$ cat config.mk
export PLATFORM = sky130hd
export DESIGN_NAME = dll_lock_detect
export DESIGN_NICKNAME = d
export VERILOG_FILES = /design/src/rtl/dll_pkg.sv /design/src/rtl/osc_edge_sync.sv /design/src/rtl/dll_lock_detect.sv
export SDC_FILE = /design/constraint.sdc
export NUM_CORES = 1
export LEC_CHECK = 0
export CAP_MARGIN = 20
export CELL_PAD_IN_SITES_DETAIL_PLACEMENT = 0
export CELL_PAD_IN_SITES_GLOBAL_PLACEMENT = 2
export CORE_MARGIN = 2
export CORE_UTILIZATION = 31
export DETAILED_ROUTE_END_ITERATION = 6
export GPL_ROUTABILITY_DRIVEN = 1
export GPL_TIMING_DRIVEN = 0
export PLACE_DENSITY_LB_ADDON = 0.1
export SLEW_MARGIN = 15
export SYNTH_ARGS = -nofsm -noshare
export SYNTH_HDL_FRONTEND = slang
export SYNTH_SLANG_ARGS = --single-unit
export TNS_END_PERCENT = 20
$ cat constraint.sdc
create_clock -name clock -period 2.99 [get_ports clock]
set_input_delay 0.299 -clock clock [delete_from_list [all_inputs] [get_ports clock]]
set_output_delay 0.299 -clock clock [all_outputs]
set_load 0.02 [all_outputs]
$ cat src/rtl/dll_pkg.sv
// Shared state encoding and counter constants for the DLL lock monitor.
package dll_pkg;

    localparam int CNT_W   = 7;
    localparam int CNT_SAT = (1 << CNT_W) - 1;

    typedef enum logic [1:0] {
        IDLE   = 2'd0,
        ARM    = 2'd1,
        TRACK  = 2'd2,
        LOCKED = 2'd3
    } dll_state_t;

endpackage

$ cat src/rtl/osc_edge_sync.sv
// Two-flop synchronizer plus delay flop; emits a one-cycle pulse per rising
// edge of an asynchronous input.
module osc_edge_sync (
    input  logic clock,
    input  logic resetb,
    input  logic i_async,
    output logic o_edge
);

    logic r_s1;
    logic r_s2;
    logic r_s3;

    always_ff @(posedge clock or negedge resetb) begin
        if (!resetb) begin
            r_s1 <= 1'b0;
            r_s2 <= 1'b0;
            r_s3 <= 1'b0;
        end else begin
            r_s1 <= i_async;
            r_s2 <= r_s1;
            r_s3 <= r_s2;
        end
    end

    assign o_edge = r_s2 & ~r_s3;

endmodule

$ cat src/rtl/dll_lock_detect.sv
// DLL lock monitor: measures each reference period in DLL clocks, compares it
// with the feedback ratio and tracks lock / loss of reference.
module dll_lock_detect #(
    parameter int CNT_W      = dll_pkg::CNT_W,
    parameter int LOCK_COUNT = 16,
    parameter int LOSS_COUNT = 2
) (
    input  logic             clock,
    input  logic             resetb,
    input  logic             enable,
    input  logic             osc,
    input  logic [4:0]       div,
    input  logic [2:0]       tol,
    output logic             locked,
    output logic [CNT_W-1:0] period,
    output logic             period_valid,
    output logic             too_fast,
    output logic             too_slow,
    output logic             osc_lost
);

    import dll_pkg::*;

    // CNT_SAT is sized for the package width; override both together.
    localparam logic [CNT_W-1:0] CNT_MAX = CNT_W'(CNT_SAT);
    localparam logic [4:0]       LOCK_N  = 5'(LOCK_COUNT);
    localparam logic [4:0]       LOSS_N  = 5'(LOSS_COUNT);

    dll_state_t        r_state, w_state_nxt;
    logic [CNT_W-1:0]  r_cnt, w_cnt_nxt;
    logic [CNT_W-1:0]  r_period, w_period_nxt;
    logic [4:0]        r_good_cnt, w_good_cnt_nxt;
    logic [4:0]        r_bad_cnt, w_bad_cnt_nxt;
    logic              r_period_valid, w_period_valid_nxt;
    logic              r_too_fast, w_too_fast_nxt;
    logic              r_too_slow, w_too_slow_nxt;
    logic              r_osc_lost, w_osc_lost_nxt;

    logic              w_edge;
    logic              w_sat;
    logic              w_fast;
    logic              w_slow;
    logic              w_good;
    logic [4:0]        w_good_inc;
    logic [4:0]        w_bad_inc;
    logic signed [CNT_W:0] w_err;
    logic signed [CNT_W:0] w_tol;

    osc_edge_sync u_osc_sync (
        .clock   (clock),
        .resetb  (resetb),
        .i_async (osc),
        .o_edge  (w_edge)
    );

    assign w_err      = $signed({1'b0, r_cnt}) - $signed({{(CNT_W-4){1'b0}}, div});
    assign w_tol      = $signed({{(CNT_W-2){1'b0}}, tol});
    assign w_fast     = w_err > w_tol;
    assign w_slow     = w_err < -w_tol;
    assign w_good     = !w_fast && !w_slow && (div != 5'd0);
    assign w_good_inc = r_good_cnt + 5'd1;
    assign w_bad_inc  = r_bad_cnt + 5'd1;
    // An edge coinciding with saturation is a valid 127-cycle period, not a loss.
    assign w_sat      = (r_cnt == CNT_MAX) && !w_edge;

    // NOTE: every register here updates with <= so all of them sample the
    // pre-edge values computed below; the file holds no memory arrays, so each
    // flop takes the asynchronous reset.
    always_ff @(posedge clock or negedge resetb) begin
        if (!resetb) begin
            r_state        <= IDLE;
            r_cnt          <= '0;
            r_period       <= '0;
            r_good_cnt     <= '0;
            r_bad_cnt      <= '0;
            r_period_valid <= 1'b0;
            r_too_fast     <= 1'b0;
            r_too_slow     <= 1'b0;
            r_osc_lost     <= 1'b0;
        end else begin
            r_state        <= w_state_nxt;
            r_cnt          <= w_cnt_nxt;
            r_period       <= w_period_nxt;
            r_good_cnt     <= w_good_cnt_nxt;
            r_bad_cnt      <= w_bad_cnt_nxt;
            r_period_valid <= w_period_valid_nxt;
            r_too_fast     <= w_too_fast_nxt;
            r_too_slow     <= w_too_slow_nxt;
            r_osc_lost     <= w_osc_lost_nxt;
        end
    end

    // NOTE: defaults at the top of each always_comb keep every path assigned,
    // so no latch is inferred.
    always_comb begin
        w_state_nxt = r_state;
        if (!enable) begin
            w_state_nxt = IDLE;
        end else begin
            case (r_state)
                IDLE:    w_state_nxt = ARM;
                ARM:     if (w_edge) w_state_nxt = TRACK;
                TRACK:   if (w_edge && w_good && w_good_inc == LOCK_N) w_state_nxt = LOCKED;
                LOCKED:  if (w_edge && !w_good && w_bad_inc == LOSS_N) w_state_nxt = TRACK;
                default: w_state_nxt = IDLE;
            endcase
            if (r_state != IDLE && w_sat) w_state_nxt = ARM;
        end
    end

    always_comb begin
        w_cnt_nxt          = r_cnt;
        w_period_nxt       = r_period;
        w_period_valid_nxt = 1'b0;
        w_too_fast_nxt     = r_too_fast;
        w_too_slow_nxt     = r_too_slow;
        w_osc_lost_nxt     = r_osc_lost;
        w_good_cnt_nxt     = r_good_cnt;
        w_bad_cnt_nxt      = r_bad_cnt;

        if (!enable || r_state == IDLE) begin
            w_cnt_nxt      = '0;
            w_period_nxt   = '0;
            w_too_fast_nxt = 1'b0;
            w_too_slow_nxt = 1'b0;
            w_osc_lost_nxt = 1'b0;
            w_good_cnt_nxt = '0;
            w_bad_cnt_nxt  = '0;
        end else begin
            if (w_edge) begin
                w_cnt_nxt = CNT_W'(1);
            end else if (r_cnt != CNT_MAX) begin
                w_cnt_nxt = r_cnt + CNT_W'(1);
            end

            if (w_edge) begin
                w_osc_lost_nxt = 1'b0;
                // The first edge after arming only starts the count.
                if (r_state != ARM) begin
                    w_period_nxt       = r_cnt;
                    w_period_valid_nxt = 1'b1;
                    w_too_fast_nxt     = w_fast;
                    w_too_slow_nxt     = w_slow;
                end
                if (r_state == TRACK) begin
                    w_bad_cnt_nxt  = '0;
                    w_good_cnt_nxt = (w_good && w_good_inc != LOCK_N) ? w_good_inc : '0;
                end else if (r_state == LOCKED) begin
                    w_good_cnt_nxt = '0;
                    w_bad_cnt_nxt  = (!w_good && w_bad_inc != LOSS_N) ? w_bad_inc : '0;
                end
            end else if (w_sat) begin
                w_osc_lost_nxt = 1'b1;
                w_good_cnt_nxt = '0;
                w_bad_cnt_nxt  = '0;
            end
        end
    end

    assign locked       = (r_state == LOCKED);
    assign period       = r_period;
    assign period_valid = r_period_valid;
    assign too_fast     = r_too_fast;
    assign too_slow     = r_too_slow;
    assign osc_lost     = r_osc_lost;

endmodule

==> parameters.txt, run 1 <==
Parameter                              Value

Synthesis
  Largest area contributor in the synthesized netlist    dfrtp_1
  Syn avg cell area    9.42 sq um
  Top post-synthesis cells by count    dfrtp_1, ha_1, o21ai_0, nand2_1, inv_1
  Syn Inst Count    218
  Syn nets    252
  Count of flip-flops with a built-in enable after synthesis    0
  Sequential cell area fraction in the yosys report    0.402
  Cell with the most instances after synthesis    dfrtp_1
  Async set-or-reset flop fraction in the synthesized netlist    1.00
  Yosys Warn Count    0
  Netlist cell types    48
  Proportion of netlist area held by the largest area contributor    0.402
  Synthesis-stage register bit count    33
  Top_reg_cell synth    dfrtp_1
  Mapped cell area    2050 sq um
  Top cells by area in the synthesized netlist    dfrtp_1, ha_1, o21ai_0

Final layout
  Net count, final    297
  Final non-filler cell area    2770 sq um
  Fraction of final layout cells with drive strength greater than 1    0.213
  Antenna diode count    0
  Signed area change from the synthesized netlist to the final layout    35.0%

Status
  Failing checks    negative setup slack
  Run status    finished with violations

GRT
  Global-route wire length before repair    8360 microns
  Number of global-route vias before repair    1739
  Pin count of the biggest net entering global routing    22
  Number of antenna violations at the first check in global routing    0
  Total grt overflow    0
  Overall global routing resource usage    0.144

Setup path
  Series of cell instances along the critical path    clkdlybuf4s50_1 > inv_1 > ha_4 > or2_1 > o31a_1 > xor2_1 > ha_1 > o211a_1 > o31ai_2 > a21oi_2 > o22ai_4 > or2_4 > or3_4 > a21oi_2
  Critical Path Source Type    primary input
  Slowest cell delay on critical path    0.47 ns
  Req. time, crit path    3.20 ns
  Category of the critical setup timing path    primary input to flop
  Critical path's slowest cell    clkdlybuf4s50_1
  Most common cell type on the critical path    a21oi_2
  Worst reg2reg startpoint    r_cnt[1]$_DFFE_PN0P_
  Crit path arrival time    3.22 ns
  Maximum fanout encountered on the critical timing path    4
  Number of buffer and inverter instances along the worst setup path    2
  Beginning of the critical path    div[2]
  Top cell family by delay on the critical path    simple AND/OR/NAND/NOR gates
  Crit end category    flop

Hold path
  Hold Startpoint    u_osc_sync.r_s1$_DFF_PN0_
  Type of the worst min-delay path    flop to flop

Floorplan
  Initial cell density of the core    0.322
  Vertical extent of the die    85.4 microns
  Number of standard-cell rows in the floorplan    29
  Die width    85.4 microns
  Top-level port count    24
  Core box area    6390 sq um
  Die area    7290 sq um

Timing
  Maximum achievable frequency    332 MHz
  Number of slew-limit violations in the final report    0
  Final setup violation count    1
  Unrepaired setup endpoints after global routing    yes
  Worst slew margin relative to its limit    0.445
  Minimum clock period    3.01 ns
  Setup slack after layout    -0.0206 ns
  Fraction of the cycle the final worst path needs    1.01
  Setup TNS    -0.0206 ns
  Final Hold Vio Count    0
  Final clock skew    0.00279 ns
  Worst hold slack across all endpoints    0.358 ns
  Pin slew with the least headroom to its limit    0.833 ns

Placed design
  I/O Buffers    23
  HPWL Detailed    3470 microns
  Final GP Congestion    0.689
  Post-Place Cell Area    2400 sq um

Run
  Max-cap check violation count    0

Drt
  Number of DRC markers in iteration 0    45
  Detailed-routing iteration count for the pre-antenna-repair pass    4
  Post-route DRC    0
  Post-DR wirelength/cell    14.4 microns
  Vias per inst    5.05
  Routed Wire Length    4890 microns
  Total vias in the final route    1716
  Post-route antenna net violation count    0

Clock tree
  CTS tree    built
  CTS Root Buffer Type    clkbuf_8
  Clock Tree Buf Depth    2
  Clock sink count    33
  Insertion delay to the later sink of the worst-skew pair    0.28 ns
  H-tree levels    2
  Number of clock buffers inserted by TritonCTS    5
  Clock transition at the register clock pins on the worst setup and hold paths after CTS    0.07 ns

Power and ir drop
  PwrDens    362 nW/um^2
  Static leakage    1.21 nW
  Worst voltage drop across the vdd grid    0.188 mV
[registers in the layout (all words and copies together), names as in the netlist]
name / count
period: 7
r_cnt: 7
r_bad_cnt: 5
r_good_cnt: 5
r_state: 2
osc_lost: 1
period_valid: 1
too_fast: 1
too_slow: 1
u_osc_sync.r_s1: 1
u_osc_sync.r_s2: 1
u_osc_sync.r_s3: 1
[what timing repair did]
action / 4_1_cts / 5_1_grt
endpoints found under the hold margin: 12 / 0
gates cloned: 0 / 0
setup buffers: 10 / 3
resized for setup: 27 / 17
setup endpoints to repair: 12 / 11
hold buffers: 1 / 0
pin swaps: 16 / 15
[layer usage]
layer / GRT usage / up-vias / part of all wire
met2: 0.216 / 24 / 0.45
met3: 0.0399 / 4 / 0.038
met4: 0.0476 / 0 / 0.0084
met1: 0.202 / 804 / 0.50
li1: - / 884 / -
met5: 0 / - / 0
[cell usage in the layout (no fill, tap or decap), types with 4 or more instances in the layout]
master,instances
ha_1,18
clkbuf_8,6
nand2_1,18
clkdlybuf4s50_1,20
nand3_1,7
dfrtp_1,31
o21ai_0,15
nor2_1,9
nor2b_1,4
xor2_1,6
a22o_1,8
a31oi_1,4
a21oi_1,10
inv_1,14
buf_4,14
o21ai_1,5
[logic make-up after synthesis]
kind of cell | Yosys count | share of synthesized area
xor gates and xnor gates | 10 | 0.0427
and+or+nand+nor | 63 | 0.154
buffers and inverters | 22 | 0.0463
DFF | 33 | 0.402
adders and majority gates | 22 | 0.138
AOI/OAI and AO/OA | 68 | 0.217
[through the flow]
step	std cells	power (mW)	utilization	setup WS (ns)
after floorplan	218	0.558	-	-0.0109
after global placement	318	0.616	0.373	-1.04
after detailed placement	319	0.618	0.376	-1.07
after CTS	337	0.998	0.418	-0.0849
after global routing	340	1.07	0.434	-0.109
final	340	1.00	0.434	-0.0206
[report_power, final]
| group | internal [mW] | total (mW) | switching [mW] | leakage (nW) |
|---|---|---|---|---|
| clock network | 0.183 | 0.340 | 0.157 | 0.0443 |
| registers | 0.453 | 0.461 | 0.00739 | 0.448 |
| logic | 0.0992 | 0.202 | 0.103 | 0.715 |
[final cells by class]
cell class              count  area (sq um)
clock buffers               7          86.3
fillers                   635          3610
repair buffers             38           358
plain buffers               5          31.3
well taps                  77          96.3
multi-input cells         163          1310
inverters                  17          63.8
flip-flops and latches     33           828
[final timing paths]
kind | endpoint | slack (ns) | cells past startpoint
max in group asynchronous | r_cnt[1]$_DFFE_PN0P_ | 2.08 | 3
setup reg to reg | r_state[0]$_DFFE_PN0P_ | 0 | 12
min in group asynchronous | r_cnt[2]$_DFFE_PN0P_ | 0.48 | 2
hold reg to reg | u_osc_sync.r_s2$_DFF_PN0_ | 0.36 | 0
setup / recovery | r_state[0]$_DFFE_PN0P_ | -0.02 | 14
hold / removal | u_osc_sync.r_s2$_DFF_PN0_ | 0.36 | 0
Power figures use the tool's default switching activity.
==> run 2: changes to the inputs <==
Clock period 2.99 ns to 2.6 ns, I/O delays scaled along.
==> run 2 against run 1 <==
The run still ends with negative setup slack left. Routed wire length rose by 4.4%. Final area barely moved. Setup slack got worse by 0.35 ns. Global-route usage rose by 0.19 points. Register-to-register slack got worse by 0.37 ns. Critical path type is now flop to flop. Critical endpoint unchanged. Highest routed layer unchanged.
==> parameters.txt, run 2 (synthesis results as in run 1) <==
Parameter                              Value

Placed design
  Worst setup slack after placement    -0.971 ns
  I/O Buffers    23
  HPWL Detailed    3610 microns
  Placed insts    319
  Final GP Congestion    0.699

Clock tree
  Clock transition at the register clock pins on the worst setup and hold paths after CTS    0.08 ns
  Insertion delay to the later sink of the worst-skew pair    0.29 ns
  Clock Tree Buf Depth    2
  Clock sink count    33
  CTS Root Buffer Type    clkbuf_8
  Number of clock buffers inserted by TritonCTS    5
  H-tree levels    2
  CTS tree    built

Final layout
  Antenna diode count    0
  Commonest non-fill, non-tap cell in the layout    dfrtp_1
  Fraction of final layout cells with drive strength greater than 1    0.229
  Net count, final    295
  Final non-filler cell total    339
  Signed area change from the synthesized netlist to the final layout    35.0%
  Leading cell types in the layout, fill and taps excluded    dfrtp_1, clkdlybuf4s50_1, nand2_1
  Layout fillers    663

Timing
  Worst hold slack across all endpoints    0.353 ns
  Maximum achievable frequency    337 MHz
  Setup slack after layout    -0.366 ns
  Final setup violation count    13
  Pin slew with the least headroom to its limit    0.896 ns
  Number of slew-limit violations in the final report    0
  Worst slew margin relative to its limit    0.403
  Unrepaired setup endpoints after global routing    yes
  Fraction of the cycle the final worst path needs    1.14
  Final clock skew    0.00641 ns
  Minimum clock period    2.97 ns
  Final Hold Vio Count    0

Power and ir drop
  Net switching fraction of the power    0.290
  PwrDens    416 nW/um^2
  Relative contribution of sequential cells to total power    0.460
  Static leakage    1.21 nW
  Worst voltage drop across the vdd grid    0.280 mV
  Internal cell power    0.819 mW
  Clock share of power    0.338
  Net switching power    0.334 mW
  Part of the power in combinational logic    0.202

Setup path
  Crit end category    flop
  Maximum fanout encountered on the critical timing path    3
  Worst reg2reg startpoint    r_cnt[0]$_DFFE_PN0P_
  Crit path arrival time    3.19 ns
  Reg2reg setup slack    -0.37 ns
  Endpoint of the worst setup timing path    r_state[0]$_DFFE_PN0P_
  Endpoint of the worst-slack reg-to-reg timing path    r_state[0]$_DFFE_PN0P_
  Category of the critical setup timing path    flop to flop
  Beginning of the critical path    r_cnt[0]$_DFFE_PN0P_
  Critical Path Source Type    flop
  Number of cells on the worst reg-to-reg path    15
  Req. time, crit path    2.82 ns

GRT
  Total grt overflow    0
  Number of antenna violations at the first check in global routing    0
  Number of global-route vias before repair    1681
  Overall global routing resource usage    0.146
  Global-route wire length before repair    8320 microns
  Pin count of the biggest net entering global routing    28

Floorplan
  Initial cell density of the core    0.322
  Vertical extent of the die    85.4 microns
  Die width    85.4 microns
  Core box area    6390 sq um
  Number of standard-cell rows in the floorplan    29
  Top-level port count    24
  Die area    7290 sq um

Drt
  Post-DR wirelength/cell    15.1 microns
  Vias per inst    5.04
  Detailed-routing iteration count for the pre-antenna-repair pass    4
  Post-route antenna net violation count    0
  Number of DRC markers in iteration 0    56
  Routed Wire Length    5100 microns
  Total vias in the final route    1708
  Post-route DRC    0

Status
  Failing checks    negative setup slack
  Run status    finished with violations

Run
  Max-cap check violation count    0

Hold path
  Type of the worst min-delay path    primary input to asynchronous set/reset pin
==> run 2: repair_timing <==
action                                  CTS  global route
hold buffers                              1             0
endpoints found under the setup margin   13            13
gates resized for setup                  15            20
pin swaps                                15            14
setup buffers                             6             5
hold endpoints to repair                  6             0
==> run 2: layer usage <==
layer  global-route usage  share of wire  wire [microns]  vias up
met5                    0              0               0        -
met4               0.0476          0.011              57        0
met3               0.0340          0.031             158        7
met2                0.222           0.45            2310       16
met1                0.206           0.51            2580      805
li1                     -              -               -      880
==> run 2: worst min-delay path by stage <==
stage	from	end	slack (ns)	cells after the start
2_1_floorplan	resetb	osc_lost$_DFFE_PN0P_	-0.04	0
3_3_place_gp	u_osc_sync.r_s1$_DFF_PN0_	u_osc_sync.r_s2$_DFF_PN0_	0.33	0
3_5_place_dp	resetb	r_good_cnt[4]$_DFFE_PN0P_	0.13	1
4_1_cts	resetb	r_good_cnt[4]$_DFFE_PN0P_	0.35	2
5_1_grt	resetb	r_good_cnt[4]$_DFFE_PN0P_	0.37	2
6_report	resetb	r_good_cnt[4]$_DFFE_PN0P_	0.35	2
==> run 2: metrics by stage <==
step	power, mW	setup TNS [ns]	util	area, sq um
floorplan	0.652	-0.855	-	2100
global placement	0.721	-11.16	0.380	2430
detailed placement	0.723	-10.69	0.383	2440
CTS	1.14	-5.00	0.412	2630
global route	1.22	-5.10	0.434	2770
finish	1.15	-3.06	0.434	2770
==> run 2: power by group through the flow <==
stage	clock network (mW)	registers [mW]	logic (mW)
after CTS	0.402	0.531	0.207
after floorplan	0	0.539	0.113
after detailed placement	0	0.542	0.181
final	0.389	0.530	0.233
after global routing	0.424	0.531	0.264
after global placement	0	0.542	0.179
==> run 2: critical path, cell delays in order, from the launching register on <==
cell     delay, ns
dfrtp_2       0.43
inv_2         0.07
ha_4          0.13
inv_2         0.03
fa_2          0.35
nand3_2       0.08
nand2_2       0.07
xor2_1        0.15
ha_1          0.30
o211a_1       0.16
o31ai_2       0.08
a21oi_2       0.18
o22ai_4       0.10
or2_4         0.26
or3_4         0.38
a21oi_2       0.12
==> run 2: area by class of cell <==
cell class	instances	area, sq um	share of cell area
Clock buffer	5	68.8	0.0248
Sequential cell	33	828	0.299
Clock inverter	3	17.5	0.00632
Tap cell	77	96.3	0.0348
Multi-Input combinational cell	163	1330	0.479
Timing Repair Buffer	36	339	0.122
Buffer	5	31.3	0.0113
Inverter	17	63.8	0.0230
==> run 3: changes to the inputs <==
Settings changed: CORE_ASPECT_RATIO set to 1.2.
==> run 3 against run 2 <==
The run still ends with negative setup slack left. Die area barely moved. Cell count grew 2.9%. Combinational power grew 2%. Hold slack improved by 0.0077 ns. Total power hardly changed. Register-to-register slack lost 0.04 ns. Global-route usage up 1.2 points. Critical path type unchanged. Largest cell class unchanged. Highest routed layer unchanged.
==> parameters.txt, run 3 (synthesis results as in run 1) <==
Parameter                              Value

Timing
  Final clock skew    0.00652 ns
  Fraction of the cycle the final worst path needs    1.16
  Final setup violation count    13
  Pin slew with the least headroom to its limit    0.857 ns
  Final Hold Vio Count    0
  Worst slew margin relative to its limit    0.429
  Unrepaired setup endpoints after global routing    yes
  Maximum achievable frequency    332 MHz
  Number of slew-limit violations in the final report    0
  Worst hold slack across all endpoints    0.360 ns
  Setup slack after layout    -0.408 ns
  Minimum clock period    3.01 ns

Power and ir drop
  Worst voltage drop across the vdd grid    0.303 mV
  Static leakage    1.22 nW
  PwrDens    406 nW/um^2
  Total power    1.15 mW

Setup path
  Crit path arrival time    3.22 ns
  Endpoint of the worst-slack reg-to-reg timing path    r_state[0]$_DFFE_PN0P_
  Req. time, crit path    2.82 ns
  Crit end category    flop
  Number of cells on the worst reg-to-reg path    15
  Maximum fanout encountered on the critical timing path    3
  Worst reg2reg startpoint    r_cnt[0]$_DFFE_PN0P_
  Reg2reg setup slack    -0.41 ns
  Critical Path Source Type    flop
  Category of the critical setup timing path    flop to flop

Clock tree
  Number of clock buffers inserted by TritonCTS    5
  Clock transition at the register clock pins on the worst setup and hold paths after CTS    0.07 ns
  CTS Root Buffer Type    clkbuf_8
  Insertion delay to the later sink of the worst-skew pair    0.29 ns
  H-tree levels    2
  Clock Tree Buf Depth    2
  CTS tree    built
  Clock sink count    33

Final layout
  Signed area change from the synthesized netlist to the final layout    38.4%
  Final non-filler cell total    349
  Commonest non-fill, non-tap cell in the layout    dfrtp_1
  Net count, final    297
  Antenna diode count    0
  Fraction of final layout cells with drive strength greater than 1    0.246
  Leading cell types in the layout, fill and taps excluded    dfrtp_1, clkdlybuf4s50_1, nand2_1

Drt
  Routed Wire Length    5210 microns
  Routed wire length on met2    2540 microns
  Detailed-routing iteration count for the pre-antenna-repair pass    4
  Met1 WL    2470 microns
  Top sig layer    met4
  Post-DR wirelength/cell    14.9 microns
  WL met3    122 microns
  Number of DRC markers in iteration 0    28
  Vias per inst    4.94
  Total vias in the final route    1723
  Post-route DRC    0
  Post-route antenna net violation count    0

Hold path
  Worst Hold Path Cells    0
  Worst min-delay path endpoint    u_osc_sync.r_s2$_DFF_PN0_
  Hold Startpoint    u_osc_sync.r_s1$_DFF_PN0_
  Type of the worst min-delay path    flop to flop

GRT
  Total grt overflow    0
  Global-route wire length before repair    9030 microns
  Number of antenna violations at the first check in global routing    0
  Overall global routing resource usage    0.158
  Pin count of the biggest net entering global routing    19
  Number of global-route vias before repair    1837

Placed design
  HPWL Detailed    3680 microns
  Placed insts    327
  Final GP Congestion    0.683
  I/O Buffers    23

Floorplan
  Initial cell density of the core    0.321
  Vertical extent of the die    93.2 microns
  Die width    78.3 microns
  Top-level port count    24
  Number of standard-cell rows in the floorplan    32
  Die area    7290 sq um
  Core box area    6410 sq um

Run
  Max-cap check violation count    0

Status
  Run status    finished with violations
  Failing checks    negative setup slack
[run 3: changes by cell type in the layout (fill, tap and decap cells not counted), sizes merged]
cell | before | now
buf | 15 | 17
dlygate4sd2 | 1 | 2
dlymetal6s2s | 1 | 0
[run 3: stage by stage]
| stage | setup WS [ns] | setup TNS (ns) | utilization | cell area, sq um |
|---|---|---|---|---|
| finish | -0.408 | -3.04 | 0.444 | 2840 |
| CTS | -0.470 | -4.30 | 0.424 | 2720 |
| floorplan | -0.208 | -0.855 | - | 2100 |
| global route | -0.547 | -5.16 | 0.444 | 2840 |
| global placement | -0.928 | -10.43 | 0.381 | 2440 |
| detailed placement | -0.917 | -10.10 | 0.384 | 2460 |
[run 3: repair_timing]
item / in CTS / in global routing
buffers inserted: 10 / 3
hold buffers: 1 / 0
resized for setup: 28 / 19
pin swaps: 20 / 10
gates cloned: 0 / 0
endpoints found under the setup margin: 13 / 13
endpoints found under the hold margin: 15 / 0
[run 3: final cells by class]
type | instances | area [sq um]
fill | 655 | 3560
multi-input combinational | 163 | 1370
sequential | 33 | 830
timing repair buffer | 38 | 358
tap | 85 | 106
clock buffer | 5 | 68.8
inverter | 17 | 63.8
buffer | 5 | 31.3
clock inverter | 3 | 17.5
[run 3: worst max-delay path by stage]
stage	cells after the start	endpoint	start	slack, ns
after CTS	16	r_good_cnt[2]$_DFFE_PN0P_	r_cnt[0]$_DFFE_PN0P_	-0.47
after global routing	15	r_state[0]$_DFFE_PN0P_	r_cnt[0]$_DFFE_PN0P_	-0.55
after detailed placement	13	r_good_cnt[4]$_DFFE_PN0P_	div[3]	-0.92
after floorplan	12	r_state[0]$_DFFE_PN0P_	r_cnt[0]$_DFFE_PN0P_	-0.21
after global placement	13	r_good_cnt[4]$_DFFE_PN0P_	div[3]	-0.93
final	15	r_state[0]$_DFFE_PN0P_	r_cnt[0]$_DFFE_PN0P_	-0.41
[run 3: layer usage]
metal | global-route usage | up-vias
met1 | 0.198 | 817
met2 | 0.278 | 22
met3 | 0.0251 | 7
met5 | 0 | -
li1 | - | 877
met4 | 0.0526 | 0
[run 3: where the power goes]
group | internal, mW | leakage [nW] | switching, mW
Combinational | 0.114 | 0.731 | 0.124
Clock | 0.185 | 0.0439 | 0.201
Sequential | 0.521 | 0.446 | 0.00847
[run 3: worst max-delay path, cell delays in order (launching register included)]
cell	delay [ns]
dfrtp_2	0.42
inv_2	0.08
ha_4	0.13
inv_2	0.03
fa_2	0.37
nand3_4	0.09
nand2_4	0.07
xor2_2	0.15
ha_1	0.30
o211a_1	0.16
o31ai_2	0.08
a21oi_2	0.19
o22ai_4	0.11
or2_4	0.27
or3_1	0.37
a21oi_2	0.12
